$ cat src/rtl/alu_issue_sched_pkg.sv
// Shared types for the ALU reservation-station scheduler: operand/entry records
// and the CDB wakeup helper used by both stored entries and the dispatch bypass.
package alu_issue_sched_pkg;

  localparam int ROB_DEPTH_DEF = 4;
  localparam int TAG_W = $clog2(ROB_DEPTH_DEF);

  typedef struct packed {
    logic             rdy;
    logic [TAG_W-1:0] tag;
    logic [31:0]      v;
  } rs_operand_t;

  typedef struct packed {
    logic             valid;
    logic [31:0]      instr;
    logic [TAG_W-1:0] rob_tag;
    rs_operand_t      rs1;
    rs_operand_t      rs2;
  } rs_entry_t;

  // A pending operand whose producer tag is on the CDB takes the broadcast value.
  function automatic rs_operand_t wake_operand(input rs_operand_t op,
                                               input logic cdb_valid,
                                               input logic [TAG_W-1:0] cdb_tag,
                                               input logic [31:0] cdb_value);
    rs_operand_t r;
    r = op;
    if (!op.rdy && cdb_valid && (op.tag == cdb_tag)) begin
      r.rdy = 1'b1;
      r.v   = cdb_value;
    end
    return r;
  endfunction

endpackage

$ cat src/rtl/alu_issue_sched_if.sv
// Dispatch, CDB snoop, ALU issue/response and CDB result bundle of the ALU scheduler.
// The slave side is the scheduler; the master side is the surrounding core.
interface alu_issue_sched_if #(parameter int TW = 2);

  logic          disp_valid;
  logic          disp_ready;
  logic [31:0]   disp_instr;
  logic [TW-1:0] disp_rob_tag;
  logic          disp_rs1_rdy;
  logic          disp_rs2_rdy;
  logic [31:0]   disp_rs1_v;
  logic [31:0]   disp_rs2_v;
  logic [TW-1:0] disp_rs1_tag;
  logic [TW-1:0] disp_rs2_tag;

  logic          cdb_in_valid;
  logic [TW-1:0] cdb_in_tag;
  logic [31:0]   cdb_in_value;

  logic          alu_en;
  logic [31:0]   alu_instr;
  logic [31:0]   alu_rs1_v;
  logic [31:0]   alu_rs2_v;
  logic [TW-1:0] alu_rob_tag;
  logic          alu_resp;
  logic [31:0]   alu_result;

  logic          cdb_req;
  logic          cdb_gnt;
  logic [TW-1:0] cdb_out_tag;
  logic [31:0]   cdb_out_value;
  logic          illegal_op;

  modport master (
    output disp_valid, disp_instr, disp_rob_tag, disp_rs1_rdy, disp_rs2_rdy,
           disp_rs1_v, disp_rs2_v, disp_rs1_tag, disp_rs2_tag,
           cdb_in_valid, cdb_in_tag, cdb_in_value, alu_resp, alu_result, cdb_gnt,
    input  disp_ready, alu_en, alu_instr, alu_rs1_v, alu_rs2_v, alu_rob_tag,
           cdb_req, cdb_out_tag, cdb_out_value, illegal_op
  );

  modport slave (
    input  disp_valid, disp_instr, disp_rob_tag, disp_rs1_rdy, disp_rs2_rdy,
           disp_rs1_v, disp_rs2_v, disp_rs1_tag, disp_rs2_tag,
           cdb_in_valid, cdb_in_tag, cdb_in_value, alu_resp, alu_result, cdb_gnt,
    output disp_ready, alu_en, alu_instr, alu_rs1_v, alu_rs2_v, alu_rob_tag,
           cdb_req, cdb_out_tag, cdb_out_value, illegal_op
  );

endinterface

$ cat src/rtl/alu_issue_sched_age_select.sv
// Age matrix over the reservation-station slots plus a one-hot select of the
// oldest ready slot. older_q[i][j] set means slot i was dispatched before slot j.
module rs_age_select #(
  parameter int RS_DEPTH = 4
) (
  input  logic                clk,
  input  logic                rst_n,
  input  logic                flush,
  input  logic                alloc_en,
  input  logic [RS_DEPTH-1:0] alloc_oh,
  input  logic [RS_DEPTH-1:0] valid_vec,
  input  logic [RS_DEPTH-1:0] ready_vec,
  output logic [RS_DEPTH-1:0] grant_oh
);

  logic [RS_DEPTH-1:0] older_q [RS_DEPTH];

  // A new slot is younger than every slot valid at dispatch; stale rows of freed
  // slots are harmless because select only looks at ready (hence valid) slots.
  always_ff @(posedge clk or negedge rst_n) begin
    if (!rst_n) begin
      for (int i = 0; i < RS_DEPTH; i++) older_q[i] <= '0;
    end else if (flush) begin
      for (int i = 0; i < RS_DEPTH; i++) older_q[i] <= '0;
    end else if (alloc_en) begin
      for (int k = 0; k < RS_DEPTH; k++) begin
        if (alloc_oh[k]) begin
          for (int j = 0; j < RS_DEPTH; j++) begin
            older_q[k][j] <= 1'b0;
            older_q[j][k] <= valid_vec[j] && (j != k);
          end
        end
      end
    end
  end

  always_comb begin
    grant_oh = '0;
    for (int i = 0; i < RS_DEPTH; i++) begin
      grant_oh[i] = ready_vec[i];
      for (int j = 0; j < RS_DEPTH; j++) begin
        if ((j != i) && ready_vec[j] && older_q[j][i]) grant_oh[i] = 1'b0;
      end
    end
  end

endmodule

$ cat src/rtl/alu_issue_sched.sv
// Integer-ALU reservation station: dispatch into free slots, CDB wakeup,
// oldest-ready issue to the external ALU, one-deep result register toward the CDB.
module alu_issue_sched
  import alu_issue_sched_pkg::*;
#(
  parameter int RS_DEPTH  = 4,
  parameter int ROB_DEPTH = 4
) (
  input logic clk,
  input logic rst_n,
  input logic flush,
  alu_issue_sched_if.slave bus
);

  localparam int TW = $clog2(ROB_DEPTH);

  rs_entry_t           rs_q [RS_DEPTH];
  logic [RS_DEPTH-1:0] valid_vec;
  logic [RS_DEPTH-1:0] ready_vec;
  logic [RS_DEPTH-1:0] alloc_oh;
  logic [RS_DEPTH-1:0] grant_oh;
  logic [RS_DEPTH-1:0] issue_oh;
  logic                disp_fire;
  logic                issue_any;
  rs_operand_t         disp_rs1;
  rs_operand_t         disp_rs2;

  logic [31:0]         sel_instr;
  logic [TW-1:0]       sel_tag;
  logic [31:0]         sel_rs1_v;
  logic [31:0]         sel_rs2_v;

  logic                out_valid_q;
  logic [TW-1:0]       out_tag_q;
  logic [31:0]         out_value_q;
  logic                illegal_q;

  always_comb begin
    valid_vec = '0;
    ready_vec = '0;
    for (int i = 0; i < RS_DEPTH; i++) begin
      valid_vec[i] = rs_q[i].valid;
      ready_vec[i] = rs_q[i].valid && rs_q[i].rs1.rdy && rs_q[i].rs2.rdy;
    end
  end

  // Lowest clear bit of the pre-issue valid vector, so a slot freed this cycle
  // is never reused in the same cycle.
  assign alloc_oh       = ~valid_vec & (valid_vec + {{(RS_DEPTH-1){1'b0}}, 1'b1});
  assign bus.disp_ready = ~&valid_vec;
  assign disp_fire      = bus.disp_valid && bus.disp_ready;

  always_comb begin
    disp_rs1 = wake_operand(rs_operand_t'{bus.disp_rs1_rdy, bus.disp_rs1_tag, bus.disp_rs1_v},
                            bus.cdb_in_valid, bus.cdb_in_tag, bus.cdb_in_value);
    disp_rs2 = wake_operand(rs_operand_t'{bus.disp_rs2_rdy, bus.disp_rs2_tag, bus.disp_rs2_v},
                            bus.cdb_in_valid, bus.cdb_in_tag, bus.cdb_in_value);
  end

  rs_age_select #(.RS_DEPTH(RS_DEPTH)) u_age_select (
    .clk       (clk),
    .rst_n     (rst_n),
    .flush     (flush),
    .alloc_en  (disp_fire),
    .alloc_oh  (alloc_oh),
    .valid_vec (valid_vec),
    .ready_vec (ready_vec),
    .grant_oh  (grant_oh)
  );

  assign issue_any = (!out_valid_q || bus.cdb_gnt) && (|ready_vec);
  assign issue_oh  = issue_any ? grant_oh : '0;

  always_comb begin
    sel_instr = '0;
    sel_tag   = '0;
    sel_rs1_v = '0;
    sel_rs2_v = '0;
    for (int i = 0; i < RS_DEPTH; i++) begin
      if (issue_oh[i]) begin
        sel_instr = rs_q[i].instr;
        sel_tag   = rs_q[i].rob_tag;
        sel_rs1_v = rs_q[i].rs1.v;
        sel_rs2_v = rs_q[i].rs2.v;
      end
    end
  end

  assign bus.alu_en      = issue_any;
  assign bus.alu_instr   = sel_instr;
  assign bus.alu_rob_tag = sel_tag;
  assign bus.alu_rs1_v   = sel_rs1_v;
  assign bus.alu_rs2_v   = sel_rs2_v;

  // The allocated slot is free before the edge, so it can never also be the issued one.
  always_ff @(posedge clk or negedge rst_n) begin
    if (!rst_n) begin
      for (int i = 0; i < RS_DEPTH; i++) rs_q[i] <= '0;
    end else if (flush) begin
      for (int i = 0; i < RS_DEPTH; i++) rs_q[i] <= '0;
    end else begin
      for (int i = 0; i < RS_DEPTH; i++) begin
        if (disp_fire && alloc_oh[i]) begin
          rs_q[i] <= '{valid: 1'b1, instr: bus.disp_instr, rob_tag: bus.disp_rob_tag,
                       rs1: disp_rs1, rs2: disp_rs2};
        end else if (issue_oh[i]) begin
          rs_q[i].valid <= 1'b0;
        end else if (rs_q[i].valid) begin
          rs_q[i].rs1 <= wake_operand(rs_q[i].rs1, bus.cdb_in_valid, bus.cdb_in_tag, bus.cdb_in_value);
          rs_q[i].rs2 <= wake_operand(rs_q[i].rs2, bus.cdb_in_valid, bus.cdb_in_tag, bus.cdb_in_value);
        end
      end
    end
  end

  // Result register: a fresh ALU result wins over a same-cycle grant drain.
  always_ff @(posedge clk or negedge rst_n) begin
    if (!rst_n) begin
      out_valid_q <= 1'b0;
      out_tag_q   <= '0;
      out_value_q <= '0;
      illegal_q   <= 1'b0;
    end else if (flush) begin
      out_valid_q <= 1'b0;
      illegal_q   <= 1'b0;
    end else begin
      illegal_q <= issue_any && !bus.alu_resp;
      if (issue_any && bus.alu_resp) begin
        out_valid_q <= 1'b1;
        out_tag_q   <= sel_tag;
        out_value_q <= bus.alu_result;
      end else if (bus.cdb_gnt) begin
        out_valid_q <= 1'b0;
      end
    end
  end

  assign bus.cdb_req       = out_valid_q;
  assign bus.cdb_out_tag   = out_valid_q ? out_tag_q : '0;
  assign bus.cdb_out_value = out_valid_q ? out_value_q : '0;
  assign bus.illegal_op    = illegal_q;

endmodule

$ cat src/flat_wrapper.sv
// flat-port wrapper written by rule: the top's interface ports become plain ports
module alu_issue_sched_flat import alu_issue_sched_pkg::*;
#(
  parameter int RS_DEPTH  = 4,
  parameter int ROB_DEPTH = 4
)
  (clk, rst_n, flush, bus_disp_valid, bus_disp_instr, bus_disp_rob_tag, bus_disp_rs1_rdy, bus_disp_rs2_rdy, bus_disp_rs1_v, bus_disp_rs2_v, bus_disp_rs1_tag, bus_disp_rs2_tag, bus_cdb_in_valid, bus_cdb_in_tag, bus_cdb_in_value, bus_alu_resp, bus_alu_result, bus_cdb_gnt, bus_disp_ready, bus_alu_en, bus_alu_instr, bus_alu_rs1_v, bus_alu_rs2_v, bus_alu_rob_tag, bus_cdb_req, bus_cdb_out_tag, bus_cdb_out_value, bus_illegal_op);
  alu_issue_sched_if #(.TW((2))) bus_i ();
  input logic clk;
  input logic rst_n;
  input logic flush;
  input wire logic [$bits(bus_i.disp_valid)-1:0] bus_disp_valid;
  input wire logic [$bits(bus_i.disp_instr)-1:0] bus_disp_instr;
  input wire logic [$bits(bus_i.disp_rob_tag)-1:0] bus_disp_rob_tag;
  input wire logic [$bits(bus_i.disp_rs1_rdy)-1:0] bus_disp_rs1_rdy;
  input wire logic [$bits(bus_i.disp_rs2_rdy)-1:0] bus_disp_rs2_rdy;
  input wire logic [$bits(bus_i.disp_rs1_v)-1:0] bus_disp_rs1_v;
  input wire logic [$bits(bus_i.disp_rs2_v)-1:0] bus_disp_rs2_v;
  input wire logic [$bits(bus_i.disp_rs1_tag)-1:0] bus_disp_rs1_tag;
  input wire logic [$bits(bus_i.disp_rs2_tag)-1:0] bus_disp_rs2_tag;
  input wire logic [$bits(bus_i.cdb_in_valid)-1:0] bus_cdb_in_valid;
  input wire logic [$bits(bus_i.cdb_in_tag)-1:0] bus_cdb_in_tag;
  input wire logic [$bits(bus_i.cdb_in_value)-1:0] bus_cdb_in_value;
  input wire logic [$bits(bus_i.alu_resp)-1:0] bus_alu_resp;
  input wire logic [$bits(bus_i.alu_result)-1:0] bus_alu_result;
  input wire logic [$bits(bus_i.cdb_gnt)-1:0] bus_cdb_gnt;
  output wire logic [$bits(bus_i.disp_ready)-1:0] bus_disp_ready;
  output wire logic [$bits(bus_i.alu_en)-1:0] bus_alu_en;
  output wire logic [$bits(bus_i.alu_instr)-1:0] bus_alu_instr;
  output wire logic [$bits(bus_i.alu_rs1_v)-1:0] bus_alu_rs1_v;
  output wire logic [$bits(bus_i.alu_rs2_v)-1:0] bus_alu_rs2_v;
  output wire logic [$bits(bus_i.alu_rob_tag)-1:0] bus_alu_rob_tag;
  output wire logic [$bits(bus_i.cdb_req)-1:0] bus_cdb_req;
  output wire logic [$bits(bus_i.cdb_out_tag)-1:0] bus_cdb_out_tag;
  output wire logic [$bits(bus_i.cdb_out_value)-1:0] bus_cdb_out_value;
  output wire logic [$bits(bus_i.illegal_op)-1:0] bus_illegal_op;
  assign bus_i.disp_valid = bus_disp_valid;
  assign bus_i.disp_instr = bus_disp_instr;
  assign bus_i.disp_rob_tag = bus_disp_rob_tag;
  assign bus_i.disp_rs1_rdy = bus_disp_rs1_rdy;
  assign bus_i.disp_rs2_rdy = bus_disp_rs2_rdy;
  assign bus_i.disp_rs1_v = bus_disp_rs1_v;
  assign bus_i.disp_rs2_v = bus_disp_rs2_v;
  assign bus_i.disp_rs1_tag = bus_disp_rs1_tag;
  assign bus_i.disp_rs2_tag = bus_disp_rs2_tag;
  assign bus_i.cdb_in_valid = bus_cdb_in_valid;
  assign bus_i.cdb_in_tag = bus_cdb_in_tag;
  assign bus_i.cdb_in_value = bus_cdb_in_value;
  assign bus_i.alu_resp = bus_alu_resp;
  assign bus_i.alu_result = bus_alu_result;
  assign bus_i.cdb_gnt = bus_cdb_gnt;
  assign bus_disp_ready = bus_i.disp_ready;
  assign bus_alu_en = bus_i.alu_en;
  assign bus_alu_instr = bus_i.alu_instr;
  assign bus_alu_rs1_v = bus_i.alu_rs1_v;
  assign bus_alu_rs2_v = bus_i.alu_rs2_v;
  assign bus_alu_rob_tag = bus_i.alu_rob_tag;
  assign bus_cdb_req = bus_i.cdb_req;
  assign bus_cdb_out_tag = bus_i.cdb_out_tag;
  assign bus_cdb_out_value = bus_i.cdb_out_value;
  assign bus_illegal_op = bus_i.illegal_op;
  alu_issue_sched #(.RS_DEPTH(RS_DEPTH), .ROB_DEPTH(ROB_DEPTH)) u_core (.clk(clk), .rst_n(rst_n), .flush(flush), .bus(bus_i));
endmodule
$ cat config.mk
export PLATFORM = sky130hd
export DESIGN_NAME = alu_issue_sched_flat
export DESIGN_NICKNAME = d
export VERILOG_FILES = /design/src/rtl/alu_issue_sched_pkg.sv /design/src/rtl/alu_issue_sched_if.sv /design/src/rtl/alu_issue_sched_age_select.sv /design/src/rtl/alu_issue_sched.sv /design/src/flat_wrapper.sv
export SDC_FILE = /design/constraint.sdc
export NUM_CORES = 1
export LEC_CHECK = 0
export ABC_AREA = 1
export CAP_MARGIN = 20
export CORE_UTILIZATION = 60
export DETAILED_ROUTE_END_ITERATION = 16
export PLACE_DENSITY_LB_ADDON = 0.08
export SLEW_MARGIN = 20
export SYNTH_ARGS = -nofsm -noshare
export SYNTH_HDL_FRONTEND = slang
export SYNTH_SLANG_ARGS = --single-unit
$ cat constraint.sdc
create_clock -name clk -period 5.4 [get_ports clk]
set_input_delay 1.08 -clock clk [delete_from_list [all_inputs] [get_ports clk]]
set_output_delay 1.08 -clock clk [all_outputs]
set_load 0.005 [all_outputs]
After elaboration in Yosys (flattened, before gate mapping)

Cells that the tools add are included.

Input bits: 177
Word-level logic and storage cells: 275
Output and inout bits: 136
Flip-flop bits (word level): 468

Equality and inequality tests: 14
Reductions and logical operators: 107
$add $sub $neg: 1
Bitwise operators: 3
Mux-type cells: 98

Operators with widths:

| cell                  | number |
|---|---|
| $mux W70              | 12 |
| $mux W32              | 23 |
| $mux W420             | 1 |
| $mux W34              | 4 |
| $reduce_bool A3 Y1    | 23 |
| $logic_and A1 B1 Y1   | 48 |
| $mux W1               | 46 |
| $mux W16              | 2 |
| $reduce_and A3 Y1     | 8 |
| $eq A2 B2 Y1          | 10 |
| $mux W4               | 5 |
| $reduce_and A2 Y1     | 7 |
| $logic_not A1 Y1      | 13 |
| $ne A3 B3 Y1 const B  | 4 |
| $mux W2               | 5 |
| $reduce_bool A2 Y1    | 5 |
| $add A4 B1 Y4 const B | 1 |
| $and A4 B4 Y4         | 1 |
| $not A4 Y4            | 1 |
| $reduce_and A4 Y1     | 1 |
| $reduce_or A4 Y1      | 1 |
| $logic_or A1 B1 Y1    | 1 |
| $not A1 Y1            | 1 |

Logic depth before layout (Yosys ltp)

Depth after elaboration: 11
Gate-level depth with buffers: 16
Gate-level depth less buffers: 13

Modules after synthesis

Synthesis repeated with hierarchy kept, for this count alone.

Cells, all modules: 3,694
Area, all modules: 25,612.1 sq um

Modules (own cells, without submodules):

| module          | seq. area each (sq um) | cells each | area each (sq um) | instances |
|---|---|---|---|---|
| alu_issue_sched | 11,410.9               | 3,603      | 24,955.2          | 1 |
| rs_age_select   | 300.3                  | 91         | 656.9             | 1 |

Worst setup path before layout

No wires, ideal clock.

Path kind: input to output
Start: input port bus_cdb_gnt
End: output port bus_alu_rs2_v[10]
Path buffers: 3
Arrival time: 2.225 ns
Slack: 2.095 ns
Required time: 4.320 ns
Cell stages on the path: 8
Path through: nor2_2 -> nor2_8 -> nand2_2 -> buf_4 -> buf_6 -> clkbuf_1 -> o21ai_0 -> o21ai_1

Longest elaborated chain between the ends: 7

Ends and longest elaborated chain:

| item                    | line                  | source |
|---|---|---|
| start: declaration      | flat_wrapper.sv:26    | `input wire logic [$bits(bus_i.cdb_gnt)-1:0] bus_cdb_gnt;` |
| $logic_or A1 B1 Y1 (*)  | alu_issue_sched.sv:71 | `assign issue_any = (!out_valid_q \|\| bus.cdb_gnt) && (\|ready_vec);` |
| $logic_and A1 B1 Y1 (*) | alu_issue_sched.sv:71 |  |
| named net bus_alu_en    | flat_wrapper.sv:28    | `output wire logic [$bits(bus_i.alu_en)-1:0] bus_alu_en;` |
| $mux W4 (*)             | alu_issue_sched.sv:72 | `assign issue_oh = issue_any ? grant_oh : '0;` |
| $mux W32 (3 in series)  | alu_issue_sched.sv:80 | `if (issue_oh[i]) begin` |
| $mux W32 (*)            | alu_issue_sched.sv:80 |  |
| end: declaration        | flat_wrapper.sv:31    | `output wire logic [$bits(bus_i.alu_rs2_v)-1:0] bus_alu_rs2_v;` |

The timed path passes the listed nets; every way through them passes the cells marked *.

Final worst setup path

Start: input port bus_cdb_gnt
End: output port bus_alu_rs1_v[1]

Longest elaborated chain between the ends: 7

Ends and longest elaborated chain:

| item                    | line                  | source |
|---|---|---|
| $logic_or A1 B1 Y1 (*)  | alu_issue_sched.sv:71 |  |
| $logic_and A1 B1 Y1 (*) | alu_issue_sched.sv:71 |  |
| $mux W4 (*)             | alu_issue_sched.sv:72 |  |
| $mux W32 (3 in series)  | alu_issue_sched.sv:80 |  |
| $mux W32 (*)            | alu_issue_sched.sv:80 |  |
| end: declaration        | flat_wrapper.sv:30    | `output wire logic [$bits(bus_i.alu_rs1_v)-1:0] bus_alu_rs1_v;` |

Mark *: on every way between the ends. The rest lies on a longest branch, timed or not.

==> results.py <==
metrics = {
    "setup_path": {
        "reg2reg_depth": 12,
        "startpoint": "bus_cdb_gnt",
        "crit_arrival_ps": 3740,
        "r2r_setup_slack_ps": 2020,
        "r2r_start": "u_core.bus.cdb_req",
        "crit_type": "input pin to output port",
        "crit_path_end_kind": "output port",
        "reg2reg_to": "u_core.rs_q[228]",
        "worst_ep_required_time_ps": 4320,
        "worstSetupStartpointType": "input pin",
        "worstPathMaxFanout": 40,
    },
    "grt": {
        "gr-total-overflow": 0,
        "antenna_found_initial": 2,
        "first_global_vias": 24800,
        "grt_pass1_wl_um": 134000,
        "track_usage": 0.410,
        "grt_start_max_net_pins": 147,
    },
    "yosys": {
        "yosysSeqAreaShare": 0.475,
        "synth.ff_latch_count": 468,
        "synthFlopType": "dfrtp_1",
        "synth_warnings": 0,
        "yosysTopAreaCell": "dfrtp_1",
        "yosys.area.top_type_share": 0.475,
        "synthDistinctLibCells": 33,
        "synth_area_leaders": "dfrtp_1 48%, nand2_1 19%, nand3_1 7.8%",
        "synth_area_um2": 24600,
        "avgSynthCellArea_um2": 7.17,
        "async_reset_ff_frac": 1.00,
        "syn_nets": 3613,
        "synth-edff-count": 0,
        "syn_inst": 3436,
    },
    "final_layout": {
        "syn2layout_area_growth_pct": 20.5,
        "final_cell_area_um2": 29700,
        "finish.utilization": 0.741,
        "drive_gt1_frac": 0.0544,
        "nets": 3802,
        "fin_cells": 4187,
    },
    "cts": {
        "insertion_delay_ps": 590,
        "cts_tree": "yes",
        "cts.sinks": 468,
        "root_buffer": "clkbuf_16",
        "hold_buffers": 0,
        "cts.clk_slew.worst_paths_ps": 60,
        "clk_path_buf_depth": 3,
        "cts_setup_buffers": 0,
        "cts_buffers": 50,
        "htree_levels": 2,
        "cts_resized": 0,
    },
    "pwr": {
        "leakagePower_nw": 14.6,
        "vdd_drop_max_v": 0.000249,
        "finalPower_mw": 8.70,
        "p_per_area_nw_per_um2": 293,
    },
    "drt": {
        "dr.pass1.iters": 6,
        "drt-total-wl_um": 85200,
        "drc": 0,
        "drt_iter0_drc": 3288,
        "via_per_inst": 6.08,
        "wl_per_cell_um": 20.4,
        "vias": 25500,
        "antenna_left": 0,
    },
    "die": {
        "fp-row-count": 73,
        "die_area_um2": 41900,
        "start_util": 0.614,
        "coreArea_um2": 40100,
        "die_w_um": 205,
        "die_y_um": 205,
        "io_pins": 313,
    },
    "sta": {
        "slew_headroom": 0.207,
        "finalSetupViolCount": 0,
        "hold_viol": 0,
        "tns_ps": 0,
        "rsz0062_at_grt": "no",
        "layout_min_cycle_time_ps": 4820,
        "clock_skew_ps": 12.4,
        "timing.final.ws_setup_ps": 583,
        "tightest_slew_ps": 1190,
        "fmax_mhz": 208,
        "hold_ws_ps": 442,
        "finalCritPeriodShare": 0.892,
        "slew_violations": 0,
    },
    "place": {
        "hpwl_um": 50100,
        "postPlaceCellArea_um2": 28000,
        "place.gp.congestion": 0.933,
        "pre_cts_ws_ps": 649,
        "portBuffers": 312,
        "placed_cells_incl_taps": 4097,
    },
    "job": {
        "cap_violations": 0,
    },
    "worst_hold_path": {
        "min_path_type": "input pin to asynchronous set/reset pin",
    },
    "outcome": {
        "status": "completed",
    },
}
-- worst max path at each step --
stage | cells after the start | slack, ps | endpoint
finish | 11 | 580 | bus_alu_rs1_v[1]
global placement | 11 | 650 | bus_alu_rs1_v[5]
CTS | 11 | 630 | bus_alu_rs1_v[1]
global route | 8 | 470 | bus_alu_instr[21]
detailed placement | 11 | 650 | bus_alu_rs1_v[1]
floorplan | 8 | 2090 | bus_alu_rs2_v[10]
-- logic make-up after synthesis --
group / Yosys count / share of synthesized area
compound gates: 580 / 0.126
xor+xnor: 4 / 0.00142
buf+inv: 526 / 0.0879
flops: 468 / 0.475
simple gates: 1858 / 0.309
-- layer usage --
metal  share of wire  routed length, um  track usage
met1            0.38              32400        0.541
met2            0.44              37900        0.627
met3            0.13              11300        0.111
met4           0.043               3700        0.197
met5         0.00015                 13            0
-- flip-flops by register name, summed over array words and instances, names as in the netlist --
signal and flops:
u_core.bus.cdb_req 1, u_core.bus.illegal_op 1, u_core.out_tag_q 2, u_core.out_value_q 32
u_core.rs_q 420, u_core.u_age_select.older_q 12
-- where the power goes --
part	internal (mW)	total, mW	switching, mW	leakage [nW]
registers	3.84	4.01	0.172	6.21
clock network	2.07	3.53	1.46	0.819
logic	0.382	1.15	0.767	7.62
total	6.30	8.70	2.40	14.6
-- cells in the mapped netlist (2+ instances only) --
| cell | instances |
|---|---|
| nand2_1 | 1265 |
| dfrtp_1 | 468 |
| nand3_1 | 385 |
| o21ai_0 | 312 |
| inv_1 | 278 |
| nor2_1 | 139 |
| o21ai_1 | 134 |
| clkbuf_1 | 108 |
| o22ai_1 | 84 |
| buf_2 | 83 |
| nor3_1 | 44 |
| a21oi_2 | 25 |
| buf_1 | 21 |
| a21oi_1 | 20 |
| buf_4 | 17 |
| inv_2 | 12 |
| nand4_1 | 7 |
| nand2_2 | 6 |
| clkinv_1 | 4 |
| nor4_1 | 4 |
| buf_6 | 3 |
| xor2_1 | 3 |
| a31oi_1 | 2 |
| nor2_2 | 2 |
| nor2_4 | 2 |
-- cell usage in the layout (no fill, tap or decap), types with 51 or more instances in the layout --
cell type	instances
nand2_1	1260
dfrtp_1	468
nand3_1	385
o21ai_0	312
clkdlybuf4s50_1	311
inv_1	275
nor2_1	138
o21ai_1	132
o22ai_1	84
clkbuf_16	51
-- final cells by class --
type	count	area [um2]
diodes	1	2.50
clock buffers	68	1420
well taps	525	657
flip-flops and latches	468	11700
repair buffers	369	3730
inverters	294	1110
clock inverters	20	238
fillers	3118	10400
multi-input cells	2442	10800
-- worst max-delay path: stages --
cell and delay [ps]:
clkdlybuf4s50_1 470, nor2_2 80, nor2_8 240, nand2_4 100, inv_4 440, buf_4 330
nand2_1 70, nand2_1 60, nor2_1 60, o22ai_1 190, clkdlybuf4s50_1 550
Power figures use the tool's default switching activity.
